**src/rtl/mem_stage_dcache_if.sv**
```systemverilog
// Pipeline-side (load/store request, hit/readData) and main-memory-side buses
// of the MEM-stage data cache; master is the environment, slave is the cache.
interface mem_stage_dcache_if;
   logic        MemRead;
   logic        MemWrite;
   logic [31:0] addr;
   logic [31:0] writeData;
   logic        hit;
   logic [31:0] readData;
   logic        mem_req;
   logic        mem_we;
   logic [31:0] mem_addr;
   logic [31:0] mem_wdata;
   logic [31:0] mem_rdata;
   logic        mem_ack;

   modport master (
      output MemRead, MemWrite, addr, writeData, mem_rdata, mem_ack,
      input  hit, readData, mem_req, mem_we, mem_addr, mem_wdata
   );

   modport slave (
      input  MemRead, MemWrite, addr, writeData, mem_rdata, mem_ack,
      output hit, readData, mem_req, mem_we, mem_addr, mem_wdata
   );
endinterface

```
**src/rtl/mem_stage_dcache.sv**
```systemverilog
// Direct-mapped, one-word-line, write-through/no-write-allocate data cache for the MEM stage.
// Optional hit/miss counters are built when DCACHE_STATS_EN is defined.
module mem_stage_dcache #(
   parameter int LINES = 16
) (
   input  logic              clk,
   input  logic              rst_n,
   mem_stage_dcache_if.slave bus
`ifdef DCACHE_STATS_EN
   ,
   output logic [15:0]       hit_count,
   output logic [15:0]       miss_count
`endif
);

   localparam int IDX_W = $clog2(LINES);
   localparam int TAG_W = 30 - IDX_W;

   typedef enum logic [1:0] {
      IDLE    = 2'd0,
      RD_MISS = 2'd1,
      WR_THRU = 2'd2,
      WR_DONE = 2'd3
   } state_t;

   state_t           r_state;
   logic [LINES-1:0] r_valid;
   logic [TAG_W-1:0] r_tag  [LINES];
   logic [31:0]      r_data [LINES];
   logic             r_mem_req;
   logic             r_mem_we;

   logic [IDX_W-1:0] w_index;
   logic [TAG_W-1:0] w_tag;
   logic             w_match;
   logic             w_rd_req;
   logic             w_rd_hit;
   logic             w_miss_start;
   logic             w_fill;
   logic             w_wr_upd;
   logic             w_hit;
   logic             w_unused_addr_bits;

   assign w_index            = bus.addr[IDX_W+1:2];
   assign w_tag              = bus.addr[31:IDX_W+2];
   assign w_unused_addr_bits = ^bus.addr[1:0];

   assign w_match      = r_valid[w_index] && (r_tag[w_index] == w_tag);
   assign w_rd_req     = bus.MemRead && !bus.MemWrite;
   assign w_rd_hit     = (r_state == IDLE) && w_rd_req && w_match;
   assign w_miss_start = (r_state == IDLE) && w_rd_req && !w_match;
   assign w_fill       = (r_state == RD_MISS) && bus.mem_ack;
   assign w_wr_upd     = (r_state == WR_THRU) && bus.mem_ack && w_match;

   // Idle with no request counts as "complete" so the MEM/WB register advances.
   assign w_hit = (r_state == WR_DONE) ||
                  ((r_state == IDLE) && ((!bus.MemRead && !bus.MemWrite) || w_rd_hit));

   assign bus.hit       = w_hit;
   assign bus.readData  = w_rd_hit ? r_data[w_index] : 32'd0;
   assign bus.mem_req   = r_mem_req;
   assign bus.mem_we    = r_mem_we;
   assign bus.mem_addr  = {bus.addr[31:2], 2'b00};
   assign bus.mem_wdata = bus.writeData;

   // Reset clears state and valid bits, so an in-flight transfer is abandoned unwritten.
   always_ff @(posedge clk or negedge rst_n) begin
      if (!rst_n) begin
         r_state   <= IDLE;
         r_valid   <= '0;
         r_mem_req <= 1'b0;
         r_mem_we  <= 1'b0;
      end else begin
         case (r_state)
            IDLE: begin
               if (bus.MemWrite) begin
                  r_state   <= WR_THRU;
                  r_mem_req <= 1'b1;
                  r_mem_we  <= 1'b1;
               end else if (w_miss_start) begin
                  r_state   <= RD_MISS;
                  r_mem_req <= 1'b1;
                  r_mem_we  <= 1'b0;
               end
            end
            RD_MISS: begin
               if (bus.mem_ack) begin
                  r_valid[w_index] <= 1'b1;
                  r_state          <= IDLE;
                  r_mem_req        <= 1'b0;
               end
            end
            WR_THRU: begin
               if (bus.mem_ack) begin
                  r_state   <= WR_DONE;
                  r_mem_req <= 1'b0;
                  r_mem_we  <= 1'b0;
               end
            end
            WR_DONE: begin
               r_state <= IDLE;
            end
            default: begin
               r_state <= IDLE;
            end
         endcase
      end
   end

   // Tag/data arrays carry no reset; valid bits alone qualify their contents.
   always_ff @(posedge clk) begin
      if (w_fill) begin
         r_tag[w_index]  <= w_tag;
         r_data[w_index] <= bus.mem_rdata;
      end else if (w_wr_upd) begin
         r_data[w_index] <= bus.writeData;
      end
   end

`ifdef DCACHE_STATS_EN
   logic [15:0] r_hit_count;
   logic [15:0] r_miss_count;

   always_ff @(posedge clk or negedge rst_n) begin
      if (!rst_n) begin
         r_hit_count  <= 16'd0;
         r_miss_count <= 16'd0;
      end else begin
         if (w_rd_hit && (r_hit_count != 16'hFFFF)) begin
            r_hit_count <= r_hit_count + 16'd1;
         end
         if (w_miss_start && (r_miss_count != 16'hFFFF)) begin
            r_miss_count <= r_miss_count + 16'd1;
         end
      end
   end

   assign hit_count  = r_hit_count;
   assign miss_count = r_miss_count;
`endif

endmodule

```
**src/flat_wrapper.sv**
```systemverilog
// flat-port wrapper written by rule: the top's interface ports become plain ports
module mem_stage_dcache_flat 
#(
   parameter int LINES = 16
)
  (clk, rst_n, bus_MemRead, bus_MemWrite, bus_addr, bus_writeData, bus_mem_rdata, bus_mem_ack, bus_hit, bus_readData, bus_mem_req, bus_mem_we, bus_mem_addr, bus_mem_wdata);
  mem_stage_dcache_if bus_i ();
  input  logic clk;
  input  logic rst_n;
  input wire logic [$bits(bus_i.MemRead)-1:0] bus_MemRead;
  input wire logic [$bits(bus_i.MemWrite)-1:0] bus_MemWrite;
  input wire logic [$bits(bus_i.addr)-1:0] bus_addr;
  input wire logic [$bits(bus_i.writeData)-1:0] bus_writeData;
  input wire logic [$bits(bus_i.mem_rdata)-1:0] bus_mem_rdata;
  input wire logic [$bits(bus_i.mem_ack)-1:0] bus_mem_ack;
  output wire logic [$bits(bus_i.hit)-1:0] bus_hit;
  output wire logic [$bits(bus_i.readData)-1:0] bus_readData;
  output wire logic [$bits(bus_i.mem_req)-1:0] bus_mem_req;
  output wire logic [$bits(bus_i.mem_we)-1:0] bus_mem_we;
  output wire logic [$bits(bus_i.mem_addr)-1:0] bus_mem_addr;
  output wire logic [$bits(bus_i.mem_wdata)-1:0] bus_mem_wdata;
  assign bus_i.MemRead = bus_MemRead;
  assign bus_i.MemWrite = bus_MemWrite;
  assign bus_i.addr = bus_addr;
  assign bus_i.writeData = bus_writeData;
  assign bus_i.mem_rdata = bus_mem_rdata;
  assign bus_i.mem_ack = bus_mem_ack;
  assign bus_hit = bus_i.hit;
  assign bus_readData = bus_i.readData;
  assign bus_mem_req = bus_i.mem_req;
  assign bus_mem_we = bus_i.mem_we;
  assign bus_mem_addr = bus_i.mem_addr;
  assign bus_mem_wdata = bus_i.mem_wdata;
  mem_stage_dcache #(.LINES(LINES)) u_core (.clk(clk), .rst_n(rst_n), .bus(bus_i));
endmodule
```
**config.mk**
```make
export PLATFORM = sky130hd
export DESIGN_NAME = mem_stage_dcache_flat
export DESIGN_NICKNAME = d
export VERILOG_FILES = /design/src/rtl/mem_stage_dcache_if.sv /design/src/rtl/mem_stage_dcache.sv /design/src/flat_wrapper.sv
export SDC_FILE = /design/constraint.sdc
export NUM_CORES = 1
export LEC_CHECK = 0
export ABC_AREA = 1
export CAP_MARGIN = 20
export CORE_MARGIN = 2
export CORE_UTILIZATION = 45
export DETAILED_ROUTE_END_ITERATION = 8
export DONT_BUFFER_PORTS = 1
export HOLD_SLACK_MARGIN = 0.06
export SYNTH_ARGS = -nofsm -noshare
export SYNTH_HDL_FRONTEND = slang
export SYNTH_SLANG_ARGS = --single-unit
```
**constraint.sdc**
```tcl
create_clock -name clk -period 3.95 [get_ports clk]
set_clock_uncertainty 0.05 [all_clocks]
set_input_delay 0.395 -clock clk [delete_from_list [all_inputs] [get_ports clk]]
set_output_delay 0.395 -clock clk [all_outputs]
set_load 0.1 [all_outputs]
```
==> Implementation_results.wiki <==
{| class="wikitable"
! Metric !! Value
|-
| Cts bufs inserted || 97
|-
| Final-layout fill cell count || 6979
|-
| Result of the run || finished with violations
|-
| Post-route DRC violation count || 0
|-
| Clock insertion delay at the later pin of the skew report || 0.67 ns
|-
| Top post-synthesis cells by area || sky130_fd_sc_hd__edfxtp_1 (72%), sky130_fd_sc_hd__nand2_1 (10%), sky130_fd_sc_hd__nor2_1 (2.4%), sky130_fd_sc_hd__nor3_1 (2.1%), sky130_fd_sc_hd__o22ai_1 (2.0%)
|-
| Number of DRC violations after detailed-routing iteration 0 || 2393
|-
| Cell chain of the critical path || inv_8, buf_12, nand2_1, nand2_1, nand2_1, nand2_1, nand2_1, nand2_1, o21ai_0, a21oi_1, nand2_1, nor2_1, nand2_1, nor2_4, nand3_2, buf_12, buf_12, nor2_2, buf_6
|-
| Horizontal die dimension || 296 µm
|-
| Core region area || 85000 µm²
|-
| Count of pins over their slew limit || 0
|-
| Final routed wirelength across all metal layers || 105 mm
|-
| Maximum clock frequency || 240 MHz
|-
| Number of optimization iterations in the first detailed-route pass || 6
|-
| Number of clock sinks || 948
|-
| Global-route wire length before repair || 153 mm
|-
| Commonest cells in the netlist || sky130_fd_sc_hd__nand2_1 (1070), sky130_fd_sc_hd__edfxtp_1 (928), sky130_fd_sc_hd__nor2_1 (246)
|-
| Ratio of cells with drive above 1 in the final layout || 11.6%
|-
| Transition at the pin with the smallest max-transition slack || 1.20 ns
|-
| Die height || 296 µm
|-
| Summed instance area of the synthesized netlist || 38500 µm²
|-
| Endpoint kind of the worst setup timing path || output port
|-
| Area grow syn2layout || 16.9%
|-
| Clock tree from TritonCTS || done
|-
| Total number of yosys warnings || 0
|-
| Maximum buffer depth of the clock tree || 3
|-
| Cell with the most instances after synthesis || sky130_fd_sc_hd__nand2_1
|-
| Final worst path period need || 4.17 ns
|-
| Remaining global-route overflow || 0
|-
| Number of antenna diodes || 0
|-
| Routed vias || 25.0k
|-
| Fin crit share || 106%
|-
| Global Route Usage Sum || 23.6%
|-
| H-tree lvl count || 3
|-
| Root Buffer || sky130_fd_sc_hd__clkbuf_16
|-
| Max capacitance violation total || 0
|-
| Critical path required time || 3.50 ns
|-
| Number of enable-type register cells in the synthesized netlist || 928
|-
| Kind of cell adding the most delay to the critical path || simple AND/OR/NAND/NOR gates
|-
| Number of antenna violations at the first check in global routing || 1
|-
| Post-Syn Area per Cell || 12.1 µm²
|-
| Total power density per cell area || 491 nW/µm²
|-
| Starting Density || 45.3%
|-
| Wirelength per Cell || 23.4 µm
|-
| Cell count after synthesis || 3172
|-
| Placed wire-length estimate after detailed placement || 55.3 mm
|-
| Delay of the slowest critical-path stage || 0.32 ns
|-
| Final Hold Fails || 0
|-
| Via count of the first global-routing pass || 24.2k
|-
| Min Hold Slack || 0.0935 ns
|-
| Number of nets still failing antenna checks after routing || 0
|-
| I/O pin count || 200
|-
| Critical-path top delay cell || sky130_fd_sc_hd__inv_8
|-
| Site row count || 107
|-
| Placer's final routability congestion estimate || 0.877
|-
| Area share of the largest cell type after synthesis || 72.4%
|-
| Part of the Yosys area used for sequential elements || 73.7%
|-
| Largest net degree at the start of global routing || 279
|-
| Violated checks || setup timing
|-
| Post-layout worst setup margin || -0.218 ns
|-
| Per-cell via count in the routed design || 5.59
|-
| Largest area contributor in the netlist || sky130_fd_sc_hd__edfxtp_1
|-
| Largest voltage drop on the vdd net || 389 µV
|-
| Maximum fanout encountered on the critical timing path || 278
|-
| Count of different cell masters after synthesis || 35
|-
| Type of the setup path with the least slack || in -> out
|-
| Cell leakage power || 0.0163 µW
|-
| Class of the tightest hold or removal check || in -> reg
|-
| Fraction of synthesis flops using an asynchronous set or reset pin || 2.11%
|-
| Sort of element at the start of the critical path || input port
|-
| Critical path buffer and inverter count || 5
|-
| # nets final || 3350
|-
| Final Setup Violations || 33
|-
| Inst Count DP || 4240
|-
| Max_slew headroom || 19.8%
|-
| Number of input and output port buffers inserted || 0
|-
| Clk pin slew, worst setup/hold paths || 0.06 ns
|-
| Die footprint || 87900 µm²
|-
| Most used DFF post-synth || sky130_fd_sc_hd__edfxtp_1
|-
| Total of flip-flops plus latches after synthesis || 948
|-
| Data arrival time of the critical path || 3.72 ns
|-
| Finished Layout Cells || 4471
|-
| Critical path's most frequent cell || sky130_fd_sc_hd__nand2_1
|}
-- worst reg2reg max path, stage by stage (launching register included) --
cell and delay, ns:
sky130_fd_sc_hd__edfxtp_1 0.36, sky130_fd_sc_hd__nand2_1 0.07, sky130_fd_sc_hd__nand2_1 0.08, sky130_fd_sc_hd__nand2_1 0.06
sky130_fd_sc_hd__nand2_1 0.05, sky130_fd_sc_hd__nand2_1 0.05, sky130_fd_sc_hd__nand2_1 0.09, sky130_fd_sc_hd__nor3_1 0.56
sky130_fd_sc_hd__nor2_1 0.09, sky130_fd_sc_hd__nand2_1 0.09, sky130_fd_sc_hd__nor2_1 0.04, sky130_fd_sc_hd__nand2_1 0.05
sky130_fd_sc_hd__nor2_1 0.04, sky130_fd_sc_hd__nand2_1 0.20, sky130_fd_sc_hd__nand2_1 0.09, sky130_fd_sc_hd__nand2_1 0.21
sky130_fd_sc_hd__nand3_1 0.10, sky130_fd_sc_hd__dlygate4sd3_1 0.57, sky130_fd_sc_hd__nand2_1 0.06, sky130_fd_sc_hd__dlygate4sd3_1 0.54
-- flip-flops by register name, summed over array words and instances, names as in the netlist --
name and cells:
u_core.r_data 512, u_core.r_tag 416, u_core.r_valid 16, u_core.r_state 2, u_core.bus.mem_req 1, u_core.bus.mem_we 1
-- cell families after synthesis --
logic type	synth area share, %
flops	73.7
compound gates	5.89
simple gates	16.6
other cells	0.00974
fa+ha+maj	0.163
buf+inv	3.67
-- per-layer routing --
metal	share of wire (%)	GRT usage, %
met3	6.0	3.03
met4	2.4	7.05
met1	41	30.8
met2	51	41.3
met5	0	0
-- worst paths after layout --
kind,end,startpoint,slack [ns],depth (start not counted)
max,bus_readData[10],bus_addr[2],-0.22,19
min,u_core.r_data[9][2],bus_mem_rdata[2],0.09,3
max reg2reg,u_core.bus.mem_we,u_core.r_tag[5][5],0.43,19
min reg2reg,u_core.r_valid[6],u_core.r_valid[6],0.41,2
max in group asynchronous,u_core.r_valid[3],rst_n,3.50,2
min in group asynchronous,u_core.r_state[1],rst_n,0.17,2
-- repair_timing --
action | in CTS | in global routing
gates resized for setup | 0 | 33
endpoints found under the hold margin | 634 | 0
buffers inserted | 0 | 1
endpoints found under the setup margin | 0 | 30
hold buffers | 48 | 0
-- report_power, final --
group          internal (µW)  leakage (µW)  switching (µW)
clock network           5250       0.00154            3890
registers              11200       0.00856             127
logic                    501       0.00624            1130
total                  17000        0.0163            5160
-- cell type report --
cell class,count,area (µm²),area share (%)
clock inverter,54,643,1.43
inverter,52,206,0.459
tap,1144,1430,3.18
clock buffer,128,2550,5.68
timing repair buffer,213,2650,5.90
sequential,948,28400,63.0
multi-input combinational,1932,9140,20.3
-- cells in the final DEF (no fill, tap or decap), types with 16 or more instances in the layout --
| master | netlist | final |
|---|---|---|
| sky130_fd_sc_hd__clkbuf_1 | 96 | 30 |
| sky130_fd_sc_hd__edfxtp_1 | 928 | 928 |
| sky130_fd_sc_hd__nor2_2 | 1 | 32 |
| sky130_fd_sc_hd__o22ai_1 | 124 | 124 |
| sky130_fd_sc_hd__o31ai_1 | 93 | 93 |
| sky130_fd_sc_hd__buf_6 | 0 | 24 |
| sky130_fd_sc_hd__clkinv_1 | 2 | 21 |
| sky130_fd_sc_hd__nand2_1 | 1070 | 1067 |
| sky130_fd_sc_hd__dfrtp_1 | 20 | 20 |
| sky130_fd_sc_hd__a21oi_4 | 0 | 16 |
| sky130_fd_sc_hd__dlygate4sd3_1 | 0 | 47 |
| sky130_fd_sc_hd__inv_1 | 45 | 44 |
| sky130_fd_sc_hd__a21oi_1 | 35 | 19 |
| sky130_fd_sc_hd__clkbuf_16 | 0 | 97 |
| sky130_fd_sc_hd__buf_12 | 0 | 68 |
| sky130_fd_sc_hd__nand3_1 | 51 | 51 |
| sky130_fd_sc_hd__buf_4 | 65 | 73 |
| sky130_fd_sc_hd__nor2_1 | 246 | 196 |
| sky130_fd_sc_hd__nand4_1 | 40 | 40 |
| sky130_fd_sc_hd__nor3_1 | 162 | 162 |
| sky130_fd_sc_hd__o2111ai_1 | 31 | 31 |
| sky130_fd_sc_hd__nor2_4 | 1 | 20 |
| sky130_fd_sc_hd__o21ai_0 | 29 | 29 |
-- per-stage QoR --
step	total power (µW)	setup WS, ns	cell area, µm²	utilization [%]	setup TNS (ns)
finish	22100	-0.218	45000	52.9	-5.87
global route	22700	-0.00624	45000	52.9	-0.00978
CTS	22200	0.0669	44900	52.8	0
detailed placement	13000	0.255	41200	48.4	0
global placement	13000	0.333	41200	48.4	0
floorplan	12800	-0.352	38500	-	-146.16
(Power assumes the default switching activity.)
